`src/rtl/risc_pkg.sv`:
```
// -----------------------------------------------------------------------------
// risc_pkg
// Shared encodings for the 8-bit RISC write-back path:
//   - write-back mux select values (MD_F, MD_DOUT, MD_Y)
//   - decoded instruction classes (opc_e)
//   - write-back sequencer states (wb_state_e)
//   - opc_to_md(): instruction class -> write-back mux select
// -----------------------------------------------------------------------------
package risc_pkg;

    // Write-back mux select. 2'b11 is not a legal select and is never produced.
    localparam logic [1:0] MD_F    = 2'b00;
    localparam logic [1:0] MD_DOUT = 2'b01;
    localparam logic [1:0] MD_Y    = 2'b10;

    typedef enum logic [1:0] {
        OPC_ALU  = 2'b00,
        OPC_LOAD = 2'b01,
        OPC_MOVY = 2'b10,
        OPC_NOWB = 2'b11
    } opc_e;

    typedef enum logic [1:0] {
        S_IDLE     = 2'b00,
        S_EXEC     = 2'b01,
        S_MEM_WAIT = 2'b10,
        S_WB       = 2'b11
    } wb_state_e;

    // NOWB never reaches the write-back state; it maps to MD_F only so the
    // function is total and can never return the illegal 2'b11.
    function automatic logic [1:0] opc_to_md(opc_e opc);
        logic [1:0] md;
        unique case (opc)
            OPC_LOAD: md = MD_DOUT;
            OPC_MOVY: md = MD_Y;
            default:  md = MD_F;
        endcase
        return md;
    endfunction

endpackage

```
`src/rtl/wb_tmo_cnt.sv`:
```
// -----------------------------------------------------------------------------
// wb_tmo_cnt
// Load-timeout counter for wb_sequencer. Counts enabled cycles since the last
// clear and flags expiry on the LIMIT-th enabled cycle.
// Ports:
//   clk        system clock
//   rst_n      asynchronous active-low reset
//   clr_i      synchronous clear (dominates enable)
//   en_i       count this cycle
//   expired_o  LIMIT enabled cycles have elapsed since the clear
// -----------------------------------------------------------------------------
module wb_tmo_cnt #(
    parameter  int unsigned LIMIT = 15,
    localparam int unsigned CW    = $clog2(LIMIT + 1)
) (
    input  logic clk,
    input  logic rst_n,
    input  logic clr_i,
    input  logic en_i,
    output logic expired_o
);

    logic [CW-1:0] cnt_q, cnt_d;

    // cnt_q holds the number of enabled cycles already completed, so the
    // cycle that completes the LIMIT-th one is the one with cnt_q == LIMIT-1.
    assign expired_o = (cnt_q == CW'(LIMIT - 1));

    always_comb begin
        cnt_d = cnt_q;
        if (clr_i)
            cnt_d = '0;
        else if (en_i && !expired_o)
            cnt_d = cnt_q + 1'b1;
    end

    always_ff @(posedge clk or negedge rst_n) begin
        if (!rst_n)
            cnt_q <= '0;
        else
            cnt_q <= cnt_d;
    end

endmodule

```
`src/rtl/wb_sequencer.sv`:
```
// -----------------------------------------------------------------------------
// wb_sequencer
// Multi-cycle controller for the register-file write-back path. Accepts one
// decoded instruction at a time, runs the memory read handshake for loads and
// drives the write-back mux select (MD) and the register-file write strobe.
// All outputs are registered.
//
// Ports:
//   clk, rst_n      clock / asynchronous active-low reset
//   instr_vld       decoder offers an instruction
//   instr_ack       1-cycle pulse, instruction accepted
//   op_class        00 ALU, 01 LOAD, 10 MOVY, 11 NOWB
//   rd_in           destination register of the offered instruction
//   mem_rd          memory read request, held until mem_rdy
//   mem_rdy         memory read data valid
//   MD              write-back mux select (00 F, 01 data_out, 10 Y)
//   rf_we, rf_wa    register-file write strobe / address
//   busy            sequencer not idle
//   err             sticky load-timeout flag
//
// Build option: define WB_TIMEOUT_EN to abort a load after TMO_CYCLES cycles
// in MEM_WAIT without mem_rdy (err set, no write). Without it MEM_WAIT waits
// indefinitely and err is tied low.
// -----------------------------------------------------------------------------
module wb_sequencer
    import risc_pkg::*;
#(
    parameter int unsigned RA_W       = 3,
    parameter int unsigned TMO_CYCLES = 15
) (
    input  logic            clk,
    input  logic            rst_n,
    input  logic            instr_vld,
    output logic            instr_ack,
    input  logic [1:0]      op_class,
    input  logic [RA_W-1:0] rd_in,
    output logic            mem_rd,
    input  logic            mem_rdy,
    output logic [1:0]      MD,
    output logic            rf_we,
    output logic [RA_W-1:0] rf_wa,
    output logic            busy,
    output logic            err
);

    if (TMO_CYCLES < 1) begin : g_tmo_chk
        $error("wb_sequencer: TMO_CYCLES must be at least 1");
    end

    wb_state_e       state_q, state_d;
    opc_e            opc_q, opc_d;
    logic [RA_W-1:0] rd_q, rd_d;
    logic            instr_ack_q, instr_ack_d;
    logic            mem_rd_q, mem_rd_d;
    logic [1:0]      md_q, md_d;
    logic            rf_we_q, rf_we_d;
    logic [RA_W-1:0] rf_wa_q, rf_wa_d;
    logic            busy_q, busy_d;
    logic            tmo_expired;
    logic            tmo_fire;

`ifdef WB_TIMEOUT_EN
    logic err_q;

    wb_tmo_cnt #(.LIMIT(TMO_CYCLES)) u_tmo_cnt (
        .clk       (clk),
        .rst_n     (rst_n),
        .clr_i     (state_q != S_MEM_WAIT),
        .en_i      (state_q == S_MEM_WAIT),
        .expired_o (tmo_expired)
    );

    always_ff @(posedge clk or negedge rst_n) begin
        if (!rst_n)
            err_q <= 1'b0;
        else if (tmo_fire)
            err_q <= 1'b1;
    end

    assign err = err_q;
`else
    assign tmo_expired = 1'b0;
    assign err         = 1'b0;
`endif

    // mem_rdy arriving on the expiry edge wins over the timeout.
    assign tmo_fire = (state_q == S_MEM_WAIT) && !mem_rdy && tmo_expired;

    // State and registered outputs.
    // NOTE: sequential state uses non-blocking assignments only, so every flop
    // samples the pre-edge value of every other flop regardless of block order.
    always_ff @(posedge clk or negedge rst_n) begin
        if (!rst_n) begin
            state_q     <= S_IDLE;
            opc_q       <= OPC_ALU;
            rd_q        <= '0;
            instr_ack_q <= 1'b0;
            mem_rd_q    <= 1'b0;
            md_q        <= MD_F;
            rf_we_q     <= 1'b0;
            rf_wa_q     <= '0;
            busy_q      <= 1'b0;
        end else begin
            state_q     <= state_d;
            opc_q       <= opc_d;
            rd_q        <= rd_d;
            instr_ack_q <= instr_ack_d;
            mem_rd_q    <= mem_rd_d;
            md_q        <= md_d;
            rf_we_q     <= rf_we_d;
            rf_wa_q     <= rf_wa_d;
            busy_q      <= busy_d;
        end
    end

    // Next-state logic.
    // NOTE: every combinational output gets a default first so no path can
    // leave it unassigned and infer a latch.
    always_comb begin
        state_d = state_q;
        unique case (state_q)
            S_IDLE:     if (instr_vld) state_d = S_EXEC;
            S_EXEC: begin
                unique case (opc_q)
                    OPC_LOAD: state_d = S_MEM_WAIT;
                    OPC_NOWB: state_d = S_IDLE;
                    default:  state_d = S_WB;
                endcase
            end
            S_MEM_WAIT: begin
                if (mem_rdy)       state_d = S_WB;
                else if (tmo_fire) state_d = S_IDLE;
            end
            S_WB:       state_d = S_IDLE;
            default:    state_d = S_IDLE;
        endcase
    end

    // Output logic. The write strobe and MD are registered from the WB state,
    // so both change on the same edge and rf_we lands two edges after accept.
    always_comb begin
        opc_d       = opc_q;
        rd_d        = rd_q;
        instr_ack_d = 1'b0;
        md_d        = md_q;
        rf_wa_d     = rf_wa_q;
        rf_we_d     = 1'b0;

        if (state_q == S_IDLE && instr_vld) begin
            opc_d       = opc_e'(op_class);
            rd_d        = rd_in;
            instr_ack_d = 1'b1;
        end

        if (state_q == S_WB) begin
            md_d    = opc_to_md(opc_q);
            rf_wa_d = rd_q;
            rf_we_d = 1'b1;
        end

        mem_rd_d = (state_d == S_MEM_WAIT);
        busy_d   = (state_d != S_IDLE);
    end

    assign instr_ack = instr_ack_q;
    assign mem_rd    = mem_rd_q;
    assign MD        = md_q;
    assign rf_we     = rf_we_q;
    assign rf_wa     = rf_wa_q;
    assign busy      = busy_q;

endmodule
```
`config.mk`:
```
export PLATFORM = sky130hd
export DESIGN_NAME = wb_sequencer
export DESIGN_NICKNAME = d
export VERILOG_FILES = /design/src/rtl/risc_pkg.sv /design/src/rtl/wb_tmo_cnt.sv /design/src/rtl/wb_sequencer.sv
export SDC_FILE = /design/constraint.sdc
export NUM_CORES = 1
export LEC_CHECK = 0
export CAP_MARGIN = 25
export CORE_MARGIN = 3
export CORE_UTILIZATION = 41
export CTS_CLUSTER_SIZE = 10
export DETAILED_ROUTE_END_ITERATION = 6
export GPL_TIMING_DRIVEN = 0
export PLACE_DENSITY = 0.72
export SYNTH_ARGS = -nofsm -noshare
export SYNTH_HDL_FRONTEND = slang
export SYNTH_SLANG_ARGS = --single-unit
```
`constraint.sdc`:
```
create_clock -name clk -period 2 [get_ports clk]
set_clock_uncertainty 0.2 [all_clocks]
set_input_delay 0.2 -clock clk [delete_from_list [all_inputs] [get_ports clk]]
set_output_delay 0.2 -clock clk [all_outputs]
set_load 0.01 [all_outputs]
```
==> results.json, run 1 <==
{
  "max_freq_mhz": 627,
  "seqPwrFrac": 0.417,
  "p_comb_frac": 0.426,
  "syn_avg_cell_area_sq_um": 13.0,
  "io_pins": 19,
  "netSwitchingFraction": 0.307,
  "synth_seq_area_share": 0.626,
  "cts_resized": 0,
  "min_period_ns": 1.60,
  "rsz0062_at_grt": "false",
  "antenna_cells": 0,
  "async_flop_share": 1.00,
  "overflow": 0,
  "synth_cell_types": 15,
  "critPathKind": "flip-flop to flip-flop",
  "p_sw_uw": 405,
  "powerDensity_nw_per_um2": 1530,
  "internal_power_uw": 915,
  "die_w_um": 45.5,
  "setup_viol": 0,
  "cts_buffers": 3,
  "crit_start": "state_q[1]$_DFF_PN0_",
  "post-route-period-util": 0.798,
  "synth_edf_count": 0,
  "initial_core_util": 0.462,
  "netlist_instances": 49,
  "dr.pass1.iters": 2,
  "synth.net_count": 58,
  "clockPowerShare": 0.158,
  "synthFlopType": "dfrtp_1",
  "cts_sinks": 16,
  "grtUsageTotal": 0.126,
  "synth.cells.most_frequent": "dfrtp_1 (16), mux2_2 (7), nand2_1 (7)",
  "nets": 80,
  "fin_util": 0.625,
  "timing.max_cap.violations": 0,
  "drcViolationCount": 0,
  "grt_max_degree": 17,
  "crit_arrival_ns": 1.56,
  "end_kind": "flip-flop",
  "hold_buffers": 0,
  "maxSlewViolCount": 0,
  "p_leak_nw": 0.392,
  "ant_nets": 0,
  "status": "completed",
  "insertion_delay_ns": 0.28,
  "crit_fanout": 7,
  "grt_pass1_vias": 433,
  "worst_pin_slew_ns": 0.699,
  "setup_tns_ns": 0,
  "area_delta_synth_final_pct": 35.2,
  "cts_setup_buffers": 0,
  "synth_area_leaders": "dfrtp_1 (63%), mux2_2 (12%), nand2_1 (4.1%)",
  "via_per_inst": 4.91,
  "clockBufferDepth": 2,
  "routed_wl_mm": 1.08,
  "htreeDepth": 1,
  "grt_pass1_wl_mm": 1.79,
  "syn_area_sq_um": 639,
  "timing.rr.start": "state_q[1]$_DFF_PN0_",
  "cp.required_ns": 1.97,
  "dr_total_vias": 417,
  "dp_hpwl_um": 810,
  "synth_seq_cells": 16,
  "yosys_warnings": 0,
  "avgRoutedWirePerCell_um": 12.7,
  "cts_root_buf": "clkbuf_4",
  "yosys.area.top_type": "dfrtp_1",
  "rows": 13,
  "layout-drive-gt1-share": 0.214,
  "start_kind": "flip-flop",
  "drtIter0Drc": 5,
  "die_y_um": 45.5,
  "core_area_sq_um": 1380,
  "port_buffers": 17,
  "antenna_found_initial": 0,
  "synth_top_area_frac": 0.626,
  "hold_violations": 0,
  "irDropWorstVdd_mv": 0.701,
  "clk_pin_slew_ns": 0.10,
  "gp_congestion": 0.692,
  "hp-class": "input port to async pin",
  "synth_most_common_cell": "dfrtp_1",
  "max-slew-margin-rel": 0.533,
  "die_area_sq_um": 2070,
  "cts_tree": "done"
}
area by class of cell:
class	instances	area, sq um
fillers	121	518
flip-flops and latches	16	400
multi-input cells	27	198
repair buffers	17	170
clock buffers	4	36.3
plain buffers	3	30.0
well taps	15	18.8
inverters	3	11.3
logic make-up after synthesis:
| logic type | share of synthesized area |
|---|---|
| and+or+nand+nor | 0.110 |
| DFF | 0.626 |
| muxes | 0.139 |
| buffers and inverters | 0.0646 |
| other | 0.00587 |
| AOI/OAI and AO/OA | 0.0548 |
path summary, 6_finish.rpt:
path / to / slack (ns) / cells past startpoint
worst max-delay path: rd_q[0]$_DFFE_PN0P_ / 0.40 / 3
worst min-delay path: mem_rd$_DFF_PN0_ / 0.13 / 1
worst max register to register: rd_q[0]$_DFFE_PN0P_ / 0.40 / 3
worst min register to register: rd_q[1]$_DFFE_PN0P_ / 0.31 / 1
max in group asynchronous: rf_wa[1]$_DFFE_PN0P_ / 1.02 / 1
min in group clk: opc_q[0]$_DFFE_PN0P_ / 0.27 / 3
metrics by stage:
step	total power, mW	worst slack (ns)	hold slack [ns]	cell area [sq um]	instances
after global placement	1.10	0.226	0.265	828	81
after floorplan	0.885	0.550	-0.296	639	49
after CTS	1.34	0.395	0.159	865	85
after global routing	1.42	0.358	0.178	865	85
after detailed placement	1.13	0.178	0.290	828	81
final	1.32	0.404	0.134	865	85
registers in the layout (all words and copies together), names as in the netlist:
signal     cells
rd_q           3
rf_wa          3
MD             2
opc_q          2
state_q        2
busy           1
instr_ack      1
mem_rd         1
rf_we          1
cell usage in the layout, fill, tap and decap left out:
| cell | synthesis | layout |
|---|---|---|
| clkdlybuf4s50_1 | 0 | 17 |
| dfrtp_1 | 16 | 16 |
| nand2_1 | 7 | 7 |
| mux2_2 | 7 | 7 |
| inv_1 | 3 | 3 |
| o21ai_0 | 3 | 3 |
| clkbuf_4 | 0 | 3 |
| buf_6 | 2 | 2 |
| nand3b_1 | 2 | 2 |
| o22ai_1 | 2 | 2 |
| nand2b_1 | 1 | 1 |
| mux2i_1 | 1 | 1 |
| nor2_1 | 1 | 1 |
| nor3b_4 | 1 | 1 |
| o31ai_1 | 1 | 1 |
| buf_4 | 1 | 1 |
| conb_1 | 1 | 1 |
| clkbuf_8 | 0 | 1 |
power groups by stage:
| stage | Clock [mW] | Combinational, mW | Sequential, mW |
|---|---|---|---|
| 2_1_floorplan | 0 | 0.298 | 0.586 |
| 3_3_place_gp | 0 | 0.553 | 0.551 |
| 3_5_place_dp | 0 | 0.569 | 0.560 |
| 4_1_cts | 0.213 | 0.571 | 0.554 |
| 5_1_grt | 0.229 | 0.620 | 0.571 |
| 6_report | 0.208 | 0.562 | 0.550 |
worst max-delay path, cell delays in order (launching register included):
cell and delay (ns):
dfrtp_1 0.39, buf_6 0.14, nor3b_4 0.38, mux2_2 0.38
metal layers:
metal / global-route usage / wire length (um) / share of wire
met1: 0.146 / 457 / 0.42
met2: 0.212 / 543 / 0.50
met3: 0.0395 / 67 / 0.062
met4: 0.0526 / 8 / 0.0074
met5: 0 / 0 / 0
No activity file was read; power rests on OpenSTA's default activity.
==> inputs of run 2 (changes only) <==
==> constraint.sdc (replaced) <==
create_clock -name clk -period 1.5 [get_ports clk]
set_clock_uncertainty 0.2 [all_clocks]
set_input_delay 0.15 -clock clk [delete_from_list [all_inputs] [get_ports clk]]
set_output_delay 0.15 -clock clk [all_outputs]
set_load 0.01 [all_outputs]
==> results.json, run 2 (synthesis gave the netlist of run 1 again) <==
{
  "grt_pass1_wl_mm": 1.84,
  "timing.rr.start": "state_q[0]$_DFF_PN0_",
  "final_area_sq_um": 883,
  "grt_max_degree": 17,
  "cp.required_ns": 1.47,
  "p_comb_frac": 0.419,
  "cts_sinks": 16,
  "final_cell_mix": "dfrtp_1 (16), clkdlybuf4s50_1 (8), nand2_1 (7), mux2_2 (7), dlygate4sd2_1 (7)",
  "layout-drive-gt1-share": 0.247,
  "drcViolationCount": 0,
  "max_freq_mhz": 669,
  "cp_slowest_stage_delay_ns": 0.38,
  "drtIter0Drc": 2,
  "hp-class": "input port to async pin",
  "powerDensity_nw_per_um2": 1960,
  "ff_latch_area_sq_um": 400,
  "initial_core_util": 0.462,
  "cts_tree": "done",
  "min_period_ns": 1.50,
  "crit_slowest_cell": "dfrtp_1",
  "nets": 83,
  "timing.max_cap.violations": 0,
  "antenna_cells": 0,
  "rows": 13,
  "maxSlewViolCount": 0,
  "htreeDepth": 1,
  "placed_cells": 81,
  "clockPowerShare": 0.161,
  "clockBufferDepth": 2,
  "hold_violations": 0,
  "reg2reg_depth": 4,
  "netSwitchingFraction": 0.315,
  "multi_input_area_sq_um": 198,
  "irDropWorstVdd_mv": 0.919,
  "setup_viol": 0,
  "worst_slack_ns": 0.00451,
  "end_kind": "flip-flop",
  "post-route-period-util": 0.997,
  "max-slew-margin-rel": 0.536,
  "p_leak_nw": 0.451,
  "gp_congestion": 0.692,
  "fin_cells": 88,
  "fin_util": 0.639,
  "dpl_cell_area_sq_um": 828,
  "p_sw_uw": 545,
  "critPathKind": "flip-flop to flip-flop",
  "antenna_found_initial": 0,
  "crit_chain": "buf_6 > nor3b_4 > buf_4 > mux2_2",
  "clk_pin_slew_ns": 0.10,
  "cts_root_buf": "clkbuf_4",
  "start_kind": "flip-flop",
  "routed_wl_mm": 1.10,
  "mostFrequentLayoutCell": "dfrtp_1",
  "dr_total_vias": 426,
  "detailedPlace.worstSlack_ns": -0.272,
  "die_w_um": 45.5,
  "avgRoutedWirePerCell_um": 12.5,
  "cts_buffers": 3,
  "crit_fanout": 7,
  "port_buffers": 17,
  "status": "completed",
  "insertion_delay_ns": 0.28,
  "worst_pin_slew_ns": 0.693,
  "area_delta_synth_final_pct": 38.2,
  "fillers": 121,
  "grt_pass1_vias": 440,
  "core_area_sq_um": 1380,
  "die_y_um": 45.5,
  "internal_power_mw": 1.19,
  "io_pins": 19,
  "crit_arrival_ns": 1.46,
  "seqPwrFrac": 0.420,
  "via_per_inst": 4.84,
  "dr.pass1.iters": 2,
  "rsz0062_at_grt": "true",
  "r2r_end": "rd_q[1]$_DFFE_PN0P_",
  "hold_buffers": 0,
  "die_area_sq_um": 2070,
  "hold_slack_ns": 0.0814,
  "grtUsageTotal": 0.129,
  "dp_hpwl_um": 810,
  "ant_nets": 0,
  "r2r_setup_slack_ns": 0.005,
  "overflow": 0
}
[run 2: routing by layer]
layer / vias up / GRT usage / part of all wire
met4: 0 / 0.0526 / 0.0073
met5: - / 0 / 0
met2: 11 / 0.209 / 0.49
li1: 209 / - / -
met1: 204 / 0.158 / 0.43
met3: 2 / 0.0395 / 0.069
[run 2: worst max path at each step]
stage | depth (start not counted) | startpoint | slack, ns | end
finish | 4 | state_q[0]$_DFF_PN0_ | 0.005 | rd_q[1]$_DFFE_PN0P_
global route | 4 | state_q[0]$_DFF_PN0_ | -0.05 | rd_q[1]$_DFFE_PN0P_
CTS | 1 | rf_we$_DFF_PN0_ | 0.006 | rf_we
detailed placement | 3 | instr_vld | -0.27 | opc_q[1]$_DFFE_PN0P_
global placement | 3 | instr_vld | -0.22 | rd_q[0]$_DFFE_PN0P_
floorplan | 3 | state_q[1]$_DFF_PN0_ | 0.05 | opc_q[1]$_DFFE_PN0P_
[run 2: timing repair]
item                                    4_1_cts  5_1_grt
cloned                                        0        0
pin swaps                                     1        0
endpoints found under the setup margin       11        6
setup buffers                                 3        0
gates resized for setup                       7        2
[run 2: metrics by stage]
| stage | power, mW | setup TNS, ns |
|---|---|---|
| 3_5_place_dp | 1.50 | -1.10 |
| 2_1_floorplan | 1.18 | 0 |
| 4_1_cts | 1.76 | 0 |
| 6_report | 1.73 | 0 |
| 5_1_grt | 1.86 | -0.170 |
| 3_3_place_gp | 1.47 | -0.890 |
[run 2: power groups by stage]
| stage | registers [mW] | clock network (mW) | logic [mW] |
|---|---|---|---|
| 2_1_floorplan | 0.782 | 0 | 0.398 |
| 3_3_place_gp | 0.735 | 0 | 0.738 |
| 3_5_place_dp | 0.747 | 0 | 0.758 |
| 4_1_cts | 0.735 | 0.283 | 0.740 |
| 5_1_grt | 0.756 | 0.305 | 0.803 |
| 6_report | 0.728 | 0.278 | 0.725 |
[run 2: critical path: cells and delay by family, from the launching register on]
family	cells	cell delay, ns
buffers and inverters	2	0.29
DFF	1	0.38
muxes	1	0.32
and+or+nand+nor	1	0.19
[run 2: layout make-up]
type / count / area share
multi-input cells: 27 / 0.224
plain buffers: 3 / 0.0340
clock buffers: 4 / 0.0411
repair buffers: 20 / 0.214
well taps: 15 / 0.0212
inverters: 3 / 0.0127
flip-flops and latches: 16 / 0.453
==> inputs of run 3 (changes only) <==
--- a/config.mk
+++ b/config.mk
@@ -8,10 +8,9 @@
 export CAP_MARGIN = 25
 export CORE_MARGIN = 3
 export CORE_UTILIZATION = 41
-export CTS_CLUSTER_SIZE = 10
 export DETAILED_ROUTE_END_ITERATION = 6
-export GPL_TIMING_DRIVEN = 0
 export PLACE_DENSITY = 0.72
+export SLEW_MARGIN = 20
 export SYNTH_ARGS = -nofsm -noshare
 export SYNTH_HDL_FRONTEND = slang
 export SYNTH_SLANG_ARGS = --single-unit
==> results.json, run 3 (synthesis gave the netlist of run 1 again) <==
{
  "status": "completed",
  "maxSlewViolCount": 0,
  "r2r_end": "rd_q[1]$_DFFE_PN0P_",
  "final_area_sq_um": 886,
  "post-route-period-util": 0.964,
  "worst_slack_ns": 0.0541,
  "crit_arrival_ns": 1.42,
  "timing.rr.start": "state_q[1]$_DFF_PN0_",
  "routed_wl_mm": 1.11,
  "r2r_setup_slack_ns": 0.05,
  "grt_max_degree": 17,
  "gp_congestion": 0.691,
  "detailedPlace.worstSlack_ns": -0.144,
  "start_kind": "flip-flop",
  "area_delta_synth_final_pct": 38.6,
  "hold_violations": 0,
  "p_leak_nw": 0.452,
  "die_y_um": 45.5,
  "die_w_um": 45.5,
  "hp-class": "input port to flip-flop",
  "powerDensity_nw_per_um2": 1930,
  "met1_usage": 0.153,
  "hold_end": "opc_q[0]$_DFFE_PN0P_",
  "cts_root_buf": "clkbuf_4",
  "rsz0062_at_grt": "false",
  "nets": 84,
  "min_from": "op_class[0]",
  "insertion_delay_ns": 0.28,
  "htreeDepth": 1,
  "dr.pass1.iters": 2,
  "reg2reg_depth": 3,
  "grt_pass1_wl_mm": 1.86,
  "drcViolationCount": 0,
  "critPathKind": "flip-flop to flip-flop",
  "min_period_ns": 1.45,
  "antenna_found_initial": 0,
  "antenna_cells": 0,
  "setup_tns_ns": 0,
  "cts_setup_buffers": 0,
  "dpl_cell_area_sq_um": 843,
  "cts_buffers": 3,
  "rows": 13,
  "clockBufferDepth": 2,
  "grtUsageMet2": 0.209,
  "via_per_inst": 4.84,
  "avgRoutedWirePerCell_um": 12.5,
  "overflow": 0,
  "timing.max_cap.violations": 0,
  "cts_tree": "done",
  "dp_hpwl_um": 854,
  "grtUsageTotal": 0.127,
  "gr-usage-met3": 0.0514,
  "clk_pin_slew_ns": 0.09,
  "drtIter0Drc": 2,
  "hold_slack_ns": 0.215,
  "core_area_sq_um": 1380,
  "port_buffers": 17,
  "dr_total_vias": 431,
  "grt_pass1_vias": 427,
  "ant_nets": 0,
  "cts_sinks": 16,
  "irDropWorstVdd_mv": 1.01,
  "die_area_sq_um": 2070,
  "initial_core_util": 0.462,
  "mostFrequentLayoutCell": "dfrtp_1",
  "crit_fanout": 4,
  "layout-drive-gt1-share": 0.243,
  "worst_hold_path.num_cells": 3,
  "busiest_layer": "met2",
  "final_cell_mix": "dfrtp_1 (16), clkdlybuf4s50_1 (8), nand2_1 (7), mux2_2 (7), dlygate4sd2_1 (7)",
  "io_pins": 19,
  "setup_viol": 0,
  "cp.required_ns": 1.47,
  "end_kind": "flip-flop",
  "max_freq_mhz": 692,
  "power_mw": 1.71
}
run 3: cell types whose count changed in the layout (fill, tap and decap cells not counted), sizes merged:
cell         before  now
dlygate4sd3       0    1
run 3: through the flow:
stage                      util  cells
after CTS                 0.637     89
final                     0.641     89
after global routing      0.641     89
after global placement    0.610     84
after floorplan               -     49
after detailed placement  0.610     84
run 3: routing by layer:
metal | up-vias | wire length [um]
met3 | 0 | 68
met1 | 206 | 491
li1 | 214 | -
met5 | - | 0
met2 | 11 | 549
met4 | 0 | 0
run 3: layout make-up:
cell class                      count  area [sq um]
Tap cell                           15          18.8
Inverter                            3          11.3
Sequential cell                    16           400
Clock buffer                        4          36.3
Fill cell                         116           497
Timing Repair Buffer               24           221
Multi-Input combinational cell     27           198
run 3: worst max-delay path, stage by stage, from the launching register on:
cell	delay, ns
dfrtp_1	0.43
nor3b_4	0.22
buf_4	0.16
mux2_2	0.32
run 3: what timing repair did:
action,in CTS,in global routing
hold buffers,1,0
resized for setup,7,2
endpoints found under the hold margin,16,0
endpoints found under the setup margin,7,2
run 3: report_power, final:
group          total (mW)  switching, mW  internal (mW)  leakage (nW)
clock network       0.278          0.131          0.148        0.0210
registers           0.756          0.120          0.635         0.197
logic               0.673          0.294          0.379         0.234
total                1.71          0.545           1.16         0.452
run 3: worst max path at each step:
stage          depth (start not counted)              endpoint  slack [ns]                 start
6_report                               3   rd_q[1]$_DFFE_PN0P_        0.05  state_q[1]$_DFF_PN0_
3_5_place_dp                           4   rd_q[1]$_DFFE_PN0P_       -0.14             instr_vld
5_1_grt                                3   rd_q[1]$_DFFE_PN0P_       0.009  state_q[1]$_DFF_PN0_
4_1_cts                                1                 rf_we      0.0007       rf_we$_DFF_PN0_
2_1_floorplan                          3  opc_q[1]$_DFFE_PN0P_        0.05  state_q[1]$_DFF_PN0_
3_3_place_gp                           4  opc_q[1]$_DFFE_PN0P_       -0.13             instr_vld
